[src/rtl/demux_dispatch.sv]
// demux_dispatch: FIFO-buffered, glitch-safe sel/data sequencer driving a 1:8 demux stage
//   Ports: clk, rst_n (async active-low); req_valid/req_ready/req_dest/req_bit request handshake;
//   sel/dmx_in to the demux pins; busy (FSM not idle); done (one-cycle end strobe);
//   fifo_level (entries stored); dispatch_cnt (saturating done count, only with DEMUX_DISPATCH_CNT_EN).
`timescale 1ns/1ps
module demux_dispatch #(
  parameter int DEPTH     = 4,
  parameter int SETUP_CYC = 1,
  parameter int HOLD_CYC  = 2
) (
  input  logic                     clk,
  input  logic                     rst_n,
  input  logic                     req_valid,
  output logic                     req_ready,
  input  logic [2:0]               req_dest,
  input  logic                     req_bit,
  output logic [2:0]               sel,
  output logic                     dmx_in,
  output logic                     busy,
  output logic                     done,
  output logic [$clog2(DEPTH):0]   fifo_level
`ifdef DEMUX_DISPATCH_CNT_EN
  ,
  output logic [15:0]              dispatch_cnt
`endif
);
  localparam int AW   = $clog2(DEPTH);
  localparam int LW   = AW + 1;
  localparam int CMAX = (SETUP_CYC > HOLD_CYC) ? SETUP_CYC : HOLD_CYC;
  localparam int CW   = $clog2(CMAX + 1);
  typedef enum logic [1:0] {S_IDLE, S_SETUP, S_PULSE, S_END} state_t;
  state_t          state_q, state_d;
  logic [CW-1:0]   cnt_q, cnt_d;
  logic [2:0]      sel_q, sel_d;
  logic            dmx_q, dmx_d, bit_q, bit_d, done_q, done_d, busy_q;
  logic [3:0]      mem_q [DEPTH];
  logic [AW-1:0]   wr_q, rd_q;
  logic [LW-1:0]   level_q;
  logic            push, pop;
  logic [3:0]      head;
  // ready is held low during reset so nothing is accepted while the FIFO is being cleared
  assign req_ready  = rst_n && (level_q < LW'(DEPTH));
  assign push       = req_valid && req_ready;
  assign head       = mem_q[rd_q];
  assign fifo_level = level_q;
  assign sel        = sel_q;
  assign dmx_in     = dmx_q;
  assign busy       = busy_q;
  assign done       = done_q;
  always_ff @(posedge clk)
    if (push) mem_q[wr_q] <= {req_dest, req_bit};
  always_ff @(posedge clk or negedge rst_n)
    if (!rst_n) begin
      wr_q    <= '0;
      rd_q    <= '0;
      level_q <= '0;
    end else begin
      wr_q    <= push ? wr_q + AW'(1) : wr_q;
      rd_q    <= pop ? rd_q + AW'(1) : rd_q;
      level_q <= level_q + LW'(push) - LW'(pop);
    end
  // dmx_in is only raised on the SETUP->PULSE edge, never on a pop, so it is never high while sel moves
  always_comb begin
    state_d = state_q;
    cnt_d   = cnt_q;
    sel_d   = sel_q;
    dmx_d   = dmx_q;
    bit_d   = bit_q;
    done_d  = 1'b0;
    pop     = 1'b0;
    case (state_q)
      S_IDLE, S_END: begin
        pop     = level_q != '0;
        state_d = pop ? S_SETUP : S_IDLE;
        sel_d   = pop ? head[3:1] : sel_q;
        bit_d   = pop ? head[0] : bit_q;
        cnt_d   = pop ? CW'(SETUP_CYC) : cnt_q;
        dmx_d   = 1'b0;
      end
      S_SETUP: begin
        state_d = (cnt_q == CW'(1)) ? S_PULSE : S_SETUP;
        dmx_d   = (cnt_q == CW'(1)) ? bit_q : 1'b0;
        cnt_d   = (cnt_q == CW'(1)) ? CW'(HOLD_CYC) : cnt_q - CW'(1);
      end
      S_PULSE: begin
        state_d = (cnt_q == CW'(1)) ? S_END : S_PULSE;
        dmx_d   = (cnt_q == CW'(1)) ? 1'b0 : dmx_q;
        done_d  = cnt_q == CW'(1);
        cnt_d   = cnt_q - CW'(1);
      end
      default: state_d = S_IDLE;
    endcase
  end
  always_ff @(posedge clk or negedge rst_n)
    if (!rst_n) begin
      state_q <= S_IDLE;
      cnt_q   <= '0;
      sel_q   <= '0;
      dmx_q   <= 1'b0;
      bit_q   <= 1'b0;
      done_q  <= 1'b0;
      busy_q  <= 1'b0;
    end else begin
      state_q <= state_d;
      cnt_q   <= cnt_d;
      sel_q   <= sel_d;
      dmx_q   <= dmx_d;
      bit_q   <= bit_d;
      done_q  <= done_d;
      busy_q  <= state_d != S_IDLE;
    end
`ifdef DEMUX_DISPATCH_CNT_EN
  logic [15:0] dcnt_q;
  assign dispatch_cnt = dcnt_q;
  always_ff @(posedge clk or negedge rst_n)
    if (!rst_n) dcnt_q <= '0;
    else if (done_d && dcnt_q != 16'hFFFF) dcnt_q <= dcnt_q + 16'd1;
`endif
endmodule
[config.mk]
export PLATFORM = sky130hd
export DESIGN_NAME = demux_dispatch
export DESIGN_NICKNAME = d
export VERILOG_FILES = /design/src/rtl/demux_dispatch.sv
export SDC_FILE = /design/constraint.sdc
export NUM_CORES = 1
export LEC_CHECK = 0
export CORE_MARGIN = 2
export CORE_UTILIZATION = 50
export CTS_CLUSTER_SIZE = 14
export DETAILED_ROUTE_END_ITERATION = 12
export PLACE_DENSITY_LB_ADDON = 0.25
export REMOVE_ABC_BUFFERS = 1
export SLEW_MARGIN = 20
export SYNTH_ARGS = -nofsm -noshare
export SYNTH_HDL_FRONTEND = slang
export SYNTH_SLANG_ARGS = --single-unit
[constraint.sdc]
create_clock -name clk -period 2.5 [get_ports clk]
set_input_delay 0.625 -clock clk [delete_from_list [all_inputs] [get_ports clk]]
set_output_delay 0.625 -clock clk [all_outputs]
set_load 0.1 [all_outputs]
==> After elaboration in Yosys (flattened, before gate mapping) <==
Memories as Yosys holds them, arrays and structs flattened. A register that Yosys moved wholly into a read port is not among the register bits.
Cells that the tools add are included.
W data, S select, Z words.
{ "word_totals": {"reg_bits": 14, "latchBits": 0, "ram_bits": 16, "romBits": 0, "input_bits": 7, "output_inout_bits": 10, "wordCells": 43, "mem_count": 1} }
{ "classes": {"addsub": 5, "mul": 0, "div": 0, "magnitude_cmp": 1, "eq_ne": 6, "shifts": 0, "muxes": 14, "bitwise": 0, "reduce_logical": 8} }
{ "memory_table": {"columns": ["memory", "words", "width", "rd", "rd_clocked_by_memory_dff", "write_ports", "line", "rtl"], "rows": [
  ["mem_q", 4, 4, 1, 1, 1, "36", "logic [3:0] mem_q [DEPTH];"]
]} }
{ "op_table": {"columns": ["op", "n"], "rows": [
  ["$pmux W2 S3", 2],
  ["$mux W1", 8],
  ["$mux W2", 3],
  ["$add A2 B1 Y2 const B", 2],
  ["$eq A2 B1 Y1 const B", 2],
  ["$eq A2 B2 Y1 const B", 2],
  ["$ne A2 B2 Y1 const B", 2],
  ["$add A3 B1 Y3", 1],
  ["$lt A3 B3 Y1 const B", 1],
  ["$pmux W1 S3", 1],
  ["$reduce_bool A3 Y1", 1],
  ["$sub A3 B1 Y3", 1],
  ["$logic_and A1 B1 Y1", 2],
  ["$logic_not A2 Y1", 1],
  ["$reduce_and A2 Y1", 1],
  ["$reduce_bool A2 Y1", 1],
  ["$reduce_or A2 Y1", 1],
  ["$sub A2 B1 Y2 const B", 1],
  ["$logic_not A1 Y1", 1]
]} }

==> Depth between registers and ports, before layout <==
Gate-level depths: netlist of the first run.
{ "depth": {"depth_word": 5, "depth_mapped": 11, "depth_no_buf": 11} }

==> Worst setup path after synthesis of the first run <==
OpenSTA, ideal clock, no wires.
{ "synth_path": {"kind": "reg-to-reg", "from": "reg level_q[2], in the netlist fifo_level[2]", "to": "reg level_q[2], in the netlist fifo_level[2]", "setup_ns": 0.164, "arrival_time_ns": 3.343, "required_time_ns": 2.336, "setup_slack_ns": -1.007, "stages_incl_launch_ff": 11, "path_buffers": 0, "period_less_slack_ns": 3.507, "path_cell_list": "dfrtp_1 > nor2b_2 > and2_4 > inv_1 > ha_1 > inv_1 > ha_1 > inv_1 > fa_1 > xnor2_1 > xnor2_1"} }
{ "synth_via": {"elab_chain_cells": 5, "elab_cells_between_ends": 7, "cone_classes": "add/sub: 2; order compare: 1; mux: 1; reduce/logical: 3"} }
{ "synth_rtl": {"columns": ["item", "line", "rtl"], "rows": [
  ["from (decl)", "38", "logic [LW-1:0] level_q;"],
  ["from (signal assigned)", "60", "level_q <= level_q + LW'(push) - LW'(pop);"],
  ["$lt A3 B3 Y1", "42", "assign req_ready = rst_n && (level_q < LW'(DEPTH));"],
  ["$logic_and A1 B1 Y1", "42", null],
  ["net req_ready", "14", "output logic req_ready,"],
  ["$logic_and A1 B1 Y1", "43", "assign push = req_valid && req_ready;"],
  ["$add A3 B1 Y3", "60", null],
  ["$sub A3 B1 Y3", "60", null]
]} }
The timed path passes the listed nets, and every way through them passes these cells.
A chain may end at the register's enable or synchronous reset.

==> Worst setup path after layout of the first run <==
{ "layout_path": {"from": "in rst_n", "to": "reg level_q[2], in the netlist fifo_level[2]"} }
{ "layout_via": {"elab_chain_cells": 4} }
{ "layout_rtl": {"columns": ["item", "line", "rtl"], "rows": [
  ["from (decl)", "12", "input logic rst_n,"],
  ["$logic_and A1 B1 Y1", "42", null],
  ["$logic_and A1 B1 Y1", "43", null],
  ["$add A3 B1 Y3", "60", null],
  ["$sub A3 B1 Y3", "60", null]
]} }
Every way passes these cells.

==> results of run 1 <==
## flip-flops by register name, indices dropped and copies added (netlist names)
| signal | cells |
|---|---|
| done | 1 |
| cnt_q | 2 |
| bit_q | 1 |
| fifo_level | 3 |
| dmx_in | 1 |
| wr_q | 2 |
| state_q | 2 |
| sel | 3 |
| rd_q | 2 |
| mem_q | 16 |
| busy | 1 |
## final cells by class
cell class	instances	share of cell area (%)
Inverter	13	2.71
Sequential cell	34	51.7
Timing Repair Buffer	21	10.3
Tap cell	31	2.15
Multi-Input combinational cell	58	28.6
Clock buffer	5	2.08
Clock inverter	3	2.50
## cell families after synthesis
| kind of cell | share of synthesized area, % |
|---|---|
| flip-flops | 62.6 |
| AND/OR/NAND/NOR | 10.3 |
| buffers and inverters | 3.62 |
| adder cells (fa/ha/maj) | 9.76 |
| AO/OA/AOI/OAI | 3.78 |
| XOR/XNOR | 2.94 |
| multiplexers | 7.06 |
## worst min-delay path by stage
stage                         to  slack (ns)   start
after global routing      sel[2]        0.51  sel[2]
after global placement    sel[2]        0.46  sel[2]
after floorplan            bit_q        0.33   rst_n
final                     sel[2]        0.49  sel[2]
after CTS                 sel[2]        0.50  sel[2]
after detailed placement  sel[2]        0.47  sel[2]
## worst min-delay path: cells and delay by family (launching register included)
family | cells | cell delay (ns)
flops | 1 | 0.36
simple gates | 2 | 0.10
## per-stage QoR
stage	instance area, sq um	setup slack (ns)
floorplan	1480	-1.01
global placement	1710	-0.199
detailed placement	1710	-0.232
CTS	1790	0.0995
global route	1800	0.0474
finish	1800	0.172
## cell usage in the layout (no fill, tap or decap)
cell and count:
dfrtp_1 18, edfxtp_1 16, nand2_1 15, buf_4 14
inv_1 12, ha_1 9, clkdlybuf4s50_1 6, clkbuf_4 5
xnor2_1 4, and3_1 4, mux4_2 4, nor2_1 3
o21ai_0 3, nor3_1 2, a22oi_1 2, clkinvlp_4 2
o31ai_4 1, inv_2 1, nor2b_2 1, and2_4 1
a21oi_1 1, xnor2_2 1, and2_1 1, nor4b_2 1
nor2b_1 1, mux2_4 1, nand3_1 1, fa_2 1
ha_2 1, bufinv_16 1, buf_12 1
## metal layers
| metal | share of wire (%) | wire (um) |
|---|---|---|
| met4 | 1.6 | 39 |
| met3 | 5.1 | 124 |
| met5 | 0 | 0 |
| met2 | 50 | 1230 |
| met1 | 43 | 1060 |
## what timing repair did
action	CTS	global route
gates resized for setup	0	3
endpoints found under the setup margin	0	1
setup buffers	0	0
==> summary.txt, run 1 <==
====================================================================================
Peak per-stage delay on the critical path                                    0.48 ns
IO buf count                                                                      16
Hold-fix buffers at CTS                                                            0
Worst endpoint required time                                                 2.74 ns
Worst reg-to-reg path cell count                                                  11
Count of nets after finishing                                                    151
Hold Violations, Final                                                             0
Post-detailed-routing wire length                                            2.45 mm
Share of flip-flops with an asynchronous set or reset after synthesis          52.9%
Start point of the critical path                                               rst_n
Synthesis Warnings                                                                 0
Cell types occupying the most area after synthesis                      edfxtp_1, dfrtp_1, ha_1, mux4_2, nand2_1
Number of iterations in the first detailed-routing pass                            4
Crit path max fanout                                                               2
Capture instance of the worst register-to-register path                 fifo_level[2]
Largest net degree at the start of global routing                                 19
Gr busiest metal                                                                met2
Final-report setup violation count                                                 0
Number of H-tree levels                                                            2
Count of flip-flops with a built-in enable after synthesis                        16
Crit. path cell count                                                             11
Critical path buffer and inverter count                                            4
Clock network latency to the later pin of the worst-skew pair                0.34 ns
GRT Util Overall                                                               17.0%
Die Width                                                                    58.5 um
Layout filler cell count                                                         213
Final cell utilization of the core                                             64.8%
Antenna diode count                                                                0
Buffer cell driving the clock tree root                                     clkbuf_4
Vias                                                                             853
Number of max-capacitance violations reported                                      0
Met1 demand-to-capacity share in global routing                                19.7%
Number of cells on the worst hold path                                             2
Worst R2R Setup Slack                                                        0.21 ns
Minimum period implied by the final worst setup slack                        2.33 ns
Arr. time, crit path                                                         2.57 ns
Total area of multi-input combinational cells                              515 sq um
Setup crit end kind                                                        flip-flop
# DRC                                                                              0
Unrepaired setup endpoints after global routing                                false
Starting density of the core                                                   53.5%
Residual antenna-violating net count after detailed routing                        0
RePlAce Congestion                                                             0.798
WS Path Type                                                            input pin to flip-flop
Vias in the first global route                                                   924
Layout overhead on the synthesized area                                        21.1%
CTS tree                                                                         yes
Worst hold slack                                                            0.491 ns
Global routing met3 resource utilization                                       6.59%
CTS clock-pin slew for the worst setup and hold paths                        0.11 ns
Boundary Pins                                                                     17
Initial antenna violation count                                                    0
Detailed router's first-iteration violation count                                 25
GRT met2 Usage                                                                 28.4%
Number of cells produced by synthesis                                            106
Final-report max-slew violation count                                              0
Die ar.                                                                   3430 sq um
Clock buffer count from CTS                                                        5
Top-count cell post-synth                                                    dfrtp_1
Synth Cell Area                                                           1490 sq um
FF+latch area                                                              931 sq um
Max-slew headroom at the worst pin                                             72.2%
Maximum buffer depth of the clock tree                                             2
Die Y-Extent                                                                 58.5 um
Register area share after synthesis                                            62.6%
Clock skew after layout                                                   0.00477 ns
RR Startpoint                                                             state_q[0]
Average footprint of a synthesized cell                                   14.0 sq um
Largest delay share family, worst path                                   adder cells
Placement row count                                                               19
Cell count after placement                                                       157
Peak Freq                                                                  0.430 GHz
Final routed wire length divided by cell count                               14.8 um
Via/cell ratio                                                                  5.17
Commonest register cell after synthesis                                      dfrtp_1
HPWL after detailed placement                                                1.81 mm
Final clock period utilization by the worst path                               93.1%
Post-route non-filler standard cell count                                        165
Setup TNS                                                                       0 ns
Core box area                                                             2780 sq um
Run status                                                                 completed
Crit path launch type                                                      input pin
Clock sink total                                                                  34
Min-Delay Path Class                                                    flip-flop to flip-flop
Critical Path Slowest Stage Cell                                        clkdlybuf4s50_1
Cell accounting for the most synthesized area                               edfxtp_1
Wire length of the first global-routing pass                                 4.09 mm
Termination of the worst setup path                                     fifo_level[2]
Most common cell on crit path                                                  inv_1
Total congestion overflow                                                          0
Top cells by instance count after synthesis                             dfrtp_1, edfxtp_1, nand2_1
Share of final-layout standard cells stronger than drive strength 1            26.9%
Series of cell instances along the critical path                        clkdlybuf4s50_1 > nor2b_2 > and2_4 > inv_1 > ha_1 > inv_1 > ha_1 > inv_1 > fa_2 > xnor2_2 > xnor2_1
Post-synth top area share                                                      32.3%
Transition time of the tightest slew-check pin                              0.416 ns
Number of synthesized register bits                                               34
Unique masters post-synth                                                         24
====================================================================================
Power of run 1 is left out: the tool's default activity adds up to more than one toggle a clock period on the data nets, which glitch-free logic cannot reach.
==> inputs of run 2 (changes only) <==
- GPL_TIMING_DRIVEN: not set -> 1
==> results of run 2 <==
Same layout as run 1: the final DEF is identical, and so are final timing and power.
Power of run 2 is left out for the same reason.
